--- src/rtl/ifu_fetch_queue_if.sv ---
// Fetch-group handshake bundle between the IFU writer, the fetch queue and decode.
// The queue takes the slave view; the writer/decode side drives through master.
interface ifu_fetch_queue_if #(
  parameter int unsigned INSTR_PER_FETCH = 4,
  parameter int unsigned ILEN            = 32,
  parameter int unsigned VLEN            = 32,
  parameter int unsigned DEPTH           = 4
);
  localparam int unsigned IW = INSTR_PER_FETCH * ILEN;
  localparam int unsigned CW = $clog2(DEPTH + 1);

  logic                       in_valid;
  logic                       in_ready;
  logic [VLEN-1:0]            in_pc;
  logic [IW-1:0]              in_instr;
  logic [INSTR_PER_FETCH-1:0] in_mask;
  logic                       out_valid;
  logic                       out_ready;
  logic [VLEN-1:0]            out_pc;
  logic [IW-1:0]              out_instr;
  logic [INSTR_PER_FETCH-1:0] out_mask;
  logic [CW-1:0]              count;

  modport master (
    output in_valid, in_pc, in_instr, in_mask, out_ready,
    input  in_ready, out_valid, out_pc, out_instr, out_mask, count
  );

  modport slave (
    input  in_valid, in_pc, in_instr, in_mask, out_ready,
    output in_ready, out_valid, out_pc, out_instr, out_mask, count
  );
endinterface

--- src/rtl/ifu_fetch_queue.sv ---
// In-order fetch-group queue between IFU and decode, with optional empty-queue
// bypass and synchronous flush on redirect.
module ifu_fetch_queue #(
  parameter int unsigned INSTR_PER_FETCH = 4,
  parameter int unsigned ILEN            = 32,
  parameter int unsigned VLEN            = 32,
  parameter int unsigned DEPTH           = 4,
  parameter int unsigned BYPASS_EN       = 1
) (
  input  logic            clk_i,
  input  logic            rst_ni,
  input  logic            flush_i,
  ifu_fetch_queue_if.slave q
);
  localparam int unsigned IW  = INSTR_PER_FETCH * ILEN;
  localparam int unsigned CW  = $clog2(DEPTH + 1);
  localparam int unsigned PW  = $clog2(DEPTH);
  localparam bit          BYP = (BYPASS_EN != 0);

  typedef struct packed {
    logic [VLEN-1:0]            pc;
    logic [IW-1:0]              instr;
    logic [INSTR_PER_FETCH-1:0] mask;
  } entry_t;

  entry_t         mem [DEPTH];
  entry_t         head;
  logic [CW-1:0]  count_q, count_d;
  logic [PW-1:0]  rd_ptr_q, rd_ptr_d, wr_ptr_q, wr_ptr_d;
  logic           empty, any_mask, bypass, push, pop;

  function automatic logic [PW-1:0] next_ptr(input logic [PW-1:0] p);
    return (p == PW'(DEPTH - 1)) ? '0 : p + PW'(1);
  endfunction

  // Handshake decode; in_ready looks only at registered occupancy, never at out_ready
  always_comb begin
    empty       = (count_q == '0);
    any_mask    = |q.in_mask;
    bypass      = BYP && !flush_i && empty && q.in_valid && any_mask;
    q.in_ready  = !flush_i && (count_q < CW'(DEPTH));
    q.out_valid = !flush_i && (!empty || bypass);
    pop         = q.out_valid && q.out_ready && !empty;
    push        = q.in_valid && q.in_ready && any_mask && !(bypass && q.out_ready);
  end

  // Head comes from storage when occupied, otherwise straight from the writer
  always_comb begin
    head = mem[rd_ptr_q];
    if (empty) begin
      head = '{pc: q.in_pc, instr: q.in_instr, mask: q.in_mask};
    end
    q.out_pc    = head.pc;
    q.out_instr = head.instr;
    q.out_mask  = head.mask;
    q.count     = count_q;
  end

  always_comb begin
    rd_ptr_d = rd_ptr_q;
    wr_ptr_d = wr_ptr_q;
    count_d  = count_q;
    if (pop)  rd_ptr_d = next_ptr(rd_ptr_q);
    if (push) wr_ptr_d = next_ptr(wr_ptr_q);
    case ({push, pop})
      2'b10:   count_d = count_q + CW'(1);
      2'b01:   count_d = count_q - CW'(1);
      default: count_d = count_q;
    endcase
  end

  always_ff @(posedge clk_i or negedge rst_ni) begin
    if (!rst_ni) begin
      count_q  <= '0;
      rd_ptr_q <= '0;
      wr_ptr_q <= '0;
    end else if (flush_i) begin
      count_q  <= '0;
      rd_ptr_q <= '0;
      wr_ptr_q <= '0;
    end else begin
      count_q  <= count_d;
      rd_ptr_q <= rd_ptr_d;
      wr_ptr_q <= wr_ptr_d;
    end
  end

  // Payload storage carries no reset; validity is tracked by count_q alone
  always_ff @(posedge clk_i) begin
    if (push) begin
      mem[wr_ptr_q] <= '{pc: q.in_pc, instr: q.in_instr, mask: q.in_mask};
    end
  end

  a_count_bound: assert property (@(posedge clk_i) disable iff (!rst_ni)
    count_q <= CW'(DEPTH));

  a_head_stable: assert property (@(posedge clk_i) disable iff (!rst_ni)
    (q.out_valid && !q.out_ready && !flush_i && !empty) |=> $stable(head));
endmodule

--- src/flat_wrapper.sv ---
// flat-port wrapper written by rule: the top's interface ports become plain ports
module ifu_fetch_queue_flat 
#(
  parameter int unsigned INSTR_PER_FETCH = 4,
  parameter int unsigned ILEN            = 32,
  parameter int unsigned VLEN            = 32,
  parameter int unsigned DEPTH           = 4,
  parameter int unsigned BYPASS_EN       = 1
)
  (clk_i, rst_ni, flush_i, q_in_valid, q_in_pc, q_in_instr, q_in_mask, q_out_ready, q_in_ready, q_out_valid, q_out_pc, q_out_instr, q_out_mask, q_count);
  ifu_fetch_queue_if #(.INSTR_PER_FETCH(INSTR_PER_FETCH), .ILEN(ILEN), .VLEN(VLEN), .DEPTH(DEPTH)) q_i ();
  input  logic clk_i;
  input  logic rst_ni;
  input  logic flush_i;
  input wire logic [$bits(q_i.in_valid)-1:0] q_in_valid;
  input wire logic [$bits(q_i.in_pc)-1:0] q_in_pc;
  input wire logic [$bits(q_i.in_instr)-1:0] q_in_instr;
  input wire logic [$bits(q_i.in_mask)-1:0] q_in_mask;
  input wire logic [$bits(q_i.out_ready)-1:0] q_out_ready;
  output wire logic [$bits(q_i.in_ready)-1:0] q_in_ready;
  output wire logic [$bits(q_i.out_valid)-1:0] q_out_valid;
  output wire logic [$bits(q_i.out_pc)-1:0] q_out_pc;
  output wire logic [$bits(q_i.out_instr)-1:0] q_out_instr;
  output wire logic [$bits(q_i.out_mask)-1:0] q_out_mask;
  output wire logic [$bits(q_i.count)-1:0] q_count;
  assign q_i.in_valid = q_in_valid;
  assign q_i.in_pc = q_in_pc;
  assign q_i.in_instr = q_in_instr;
  assign q_i.in_mask = q_in_mask;
  assign q_i.out_ready = q_out_ready;
  assign q_in_ready = q_i.in_ready;
  assign q_out_valid = q_i.out_valid;
  assign q_out_pc = q_i.out_pc;
  assign q_out_instr = q_i.out_instr;
  assign q_out_mask = q_i.out_mask;
  assign q_count = q_i.count;
  ifu_fetch_queue #(.INSTR_PER_FETCH(INSTR_PER_FETCH), .ILEN(ILEN), .VLEN(VLEN), .DEPTH(DEPTH), .BYPASS_EN(BYPASS_EN)) u_core (.clk_i(clk_i), .rst_ni(rst_ni), .flush_i(flush_i), .q(q_i));
endmodule
--- config.mk ---
export PLATFORM = sky130hd
export DESIGN_NAME = ifu_fetch_queue_flat
export DESIGN_NICKNAME = d
export VERILOG_FILES = /design/src/rtl/ifu_fetch_queue_if.sv /design/src/rtl/ifu_fetch_queue.sv /design/src/flat_wrapper.sv
export SDC_FILE = /design/constraint.sdc
export NUM_CORES = 1
export LEC_CHECK = 0
export BUFFER_PORTS_ARGS = -buffer_cell sky130_fd_sc_hd__clkbuf_2
export CAP_MARGIN = 0
export CORE_AREA = 2 2 216 218
export DETAILED_ROUTE_END_ITERATION = 8
export DIE_AREA = 0 0 218 220
export PLACE_DENSITY = 0.87
export SETUP_SLACK_MARGIN = 0.15
export SKIP_CTS_REPAIR_TIMING = 1
export SYNTH_ARGS = -nofsm -noshare
export SYNTH_HDL_FRONTEND = slang
export SYNTH_SLANG_ARGS = --single-unit
--- constraint.sdc ---
create_clock -name clk_i -period 7.8 [get_ports clk_i]
set_clock_uncertainty 0.05 [all_clocks]
set_input_delay 0.78 -clock clk_i [delete_from_list [all_inputs] [get_ports clk_i]]
set_output_delay 0.78 -clock clk_i [all_outputs]
set_load 0.005 [all_outputs]
==> impl_metrics.tcl <==
set metrics [dict create \
    vdd_drop_max_mv 0.251 \
    ys_warn_count 0 \
    start_kind "register" \
    power_mw 8.43 \
    synth.largest_area_cell "edfxtp_1" \
    netlist_area_um2 26300 \
    n_fill_cell 2920 \
    vias 14400 \
    synth_ff_type "edfxtp_1" \
    grt_use_met2_pct 36.6 \
    gp_congestion 0.805 \
    synth_edf_count 656 \
    synth_area_leaders "edfxtp_1 (75%), mux4_2 (14%), nand2_1 (7.1%), buf_6 (0.69%), dfrtp_1 (0.67%)" \
    final_max_slew_viol_count 0 \
    grt_busiest_layer "met2" \
    fin_tns_setup_ns 0 \
    cts_sinks 663 \
    h-tree-depth 3 \
    start_util_pct 57.3 \
    dr.pass1.iters 7 \
    required_ns 6.97 \
    core_um2 45900 \
    rsz0062_at_grt "no" \
    nNetsFinal 1967 \
    die_w_um 218 \
    synth_most_common_cell "edfxtp_1" \
    grt_pass1_wl_mm 82.5 \
    grt_max_degree 145 \
    post-route-period-util_pct 52.0 \
    leakagePower_nw 11.0 \
    synth_nets 1620 \
    clockRootBuffer "clkbuf_16" \
    clock_path_buffers 3 \
    arrival_ns 3.23 \
    seq_area_frac_synth_pct 75.7 \
    status "complete, no violations" \
    path_clk_slew_ns 0.06 \
    cts_tree "yes" \
    syn_inst 1445 \
    drc_errors 0 \
    synthArstFlopShare_pct 1.06 \
    synth_top_area_share_pct 75.0 \
    ys_ff_latch 663 \
    overflow 0 \
    antenna_found_initial 5 \
    use_met1_pct 31.5 \
    drt-wirelength-per-cell_um 22.5 \
    groute.usage.overall_pct 23.1 \
    power_density_nw_per_um2 276 \
    clkLatencyLatePin_ns 0.59 \
    ios 338 \
    final_hold_viol_count 0 \
    ys_types 33 \
    max_freq_ghz 0.247 \
    hpwl_mm 31.0 \
    area_delta_synth_final_pct 16.2 \
    path_max_fanout 47 \
    drv_cap 0 \
    grt_pass1_vias 14400 \
    worstSetupEndpointType "output pin" \
    num_rows 79 \
    relSlewSlack_pct 20.9 \
    final_layout_size_suffix_gt1_share_pct 33.6 \
    dieArea_um2 48000 \
    drt-total-wl_mm 55.2 \
    via_per_inst 5.89 \
    setup_viol 0 \
    hp-class "input pin to register" \
    min_period_ns 4.06 \
    die_height_um 220 \
    tightest_slew_ns 1.19 \
    use_met3_pct 5.45 \
    netlist_top_cells_count "edfxtp_1 (656), nand2_1 (496), mux4_2 (164)" \
    postSynthAreaPerCell_um2 18.2 \
    cts_buffers 66 \
    drtIter0Drc 1367 \
    port_buffers 337 \
    final_antenna_net_count 0 \
    crit_type "register to output pin" \
]
## sequential cells by signal, indices dropped and copies added (netlist names)
name,flops
u_core.wr_ptr_q,2
u_core.mem,656
u_core.q.count,3
u_core.rd_ptr_q,2
## metrics by stage
step                util [%]  setup slack [ns]  cell area, µm²  cells  hold WS (ns)
floorplan                  -              2.00           26300   1445         0.434
global placement        62.0              3.81           28400   2330         0.523
detailed placement      62.0              3.71           28400   2330         0.543
CTS                     66.5              3.59           30500   2448       -0.0730
global route            66.5              3.44           30500   2450         0.355
finish                  66.5              3.74           30500   2451         0.372
## worst max-delay path, stage by stage (launching register included)
cell and delay (ns):
dfrtp_4 0.80, buf_4 0.84, mux4_2 0.61, nand2_1 0.13, nand2_1 0.08, clkbuf_2 0.11
## worst paths after layout
path | start | endpoint | slack, ns | cells past startpoint
hold / removal | q_in_instr[90] | u_core.mem[2][94]$_DFFE_PP_ | 0.37 | 1
max in group asynchronous | rst_ni | u_core.rd_ptr_q[0]$_DFFE_PN0P_ | 7.01 | 2
setup / recovery | u_core.rd_ptr_q[0]$_DFFE_PN0P_ | q_out_instr[37] | 3.74 | 5
min in group asynchronous | rst_ni | u_core.q.count[0]$_DFFE_PN0P_ | 0.50 | 2
setup reg to reg | u_core.q.count[0]$_DFFE_PN0P_ | u_core.mem[0][106]$_DFFE_PP_ | 4.19 | 5
hold reg to reg | u_core.wr_ptr_q[1]$_DFFE_PN0P_ | u_core.wr_ptr_q[1]$_DFFE_PN0P_ | 0.56 | 2
## routing by layer
metal  vias up  part of all wire (%)
met4         6                   2.7
met3       110                   9.3
li1       6236                     -
met2       764                    49
met1      7320                    39
met5         -                 0.071
## area by class of cell
type	count	area [µm²]	area share, %
clock inverters	34	235	0.771
clock buffers	84	1830	5.98
repair buffers	355	1850	6.06
well taps	607	759	2.49
inverters	2	7.51	0.0246
diodes	2	5.00	0.0164
flip-flops and latches	663	19900	65.2
multi-input cells	704	5950	19.5
## logic make-up (layout without fill, tap and decap cells)
| logic type | after synthesis | after routing | share of synthesized area (%) |
|---|---|---|---|
| AO/OA/AOI/OAI | 8 | 8 | 0.300 |
| AND/OR/NAND/NOR | 522 | 522 | 7.74 |
| other | 0 | 2 | 0 |
| multiplexers | 168 | 168 | 14.2 |
| buffers and inverters | 78 | 475 | 1.74 |
| flip-flops | 663 | 663 | 75.7 |
| adder cells (fa/ha/maj) | 6 | 6 | 0.314 |
## cells in the final DEF (no fill, tap or decap), types with 2 or more instances in the layout
| cell type | netlist | layout |
|---|---|---|
| a21oi_1 | 3 | 3 |
| mux2i_1 | 3 | 3 |
| clkbuf_1 | 19 | 13 |
| ha_1 | 5 | 5 |
| o21bai_1 | 2 | 2 |
| inv_1 | 2 | 2 |
| clkinv_2 | 0 | 11 |
| clkbuf_16 | 0 | 71 |
| clkbuf_2 | 0 | 337 |
| buf_12 | 0 | 2 |
| diode_2 | 0 | 2 |
| inv_6 | 0 | 2 |
| nand2_1 | 496 | 496 |
| bufinv_16 | 0 | 3 |
| clkinv_1 | 0 | 17 |
| nand2b_1 | 3 | 3 |
| nor2_1 | 6 | 6 |
| dfrtp_1 | 7 | 5 |
| edfxtp_1 | 656 | 656 |
| buf_4 | 3 | 15 |
| nand3_1 | 2 | 2 |
| and2_4 | 0 | 4 |
| mux4_2 | 164 | 164 |
| dfrtp_4 | 0 | 2 |
## report_power, final
part	leakage [nW]	switching (mW)	internal, mW
sequential	6.02	0.0436	4.00
combinational	3.94	0.801	0.556
clock	1.02	1.27	1.75
total	11.0	2.12	6.31
No activity file was read; power rests on OpenSTA's default activity.
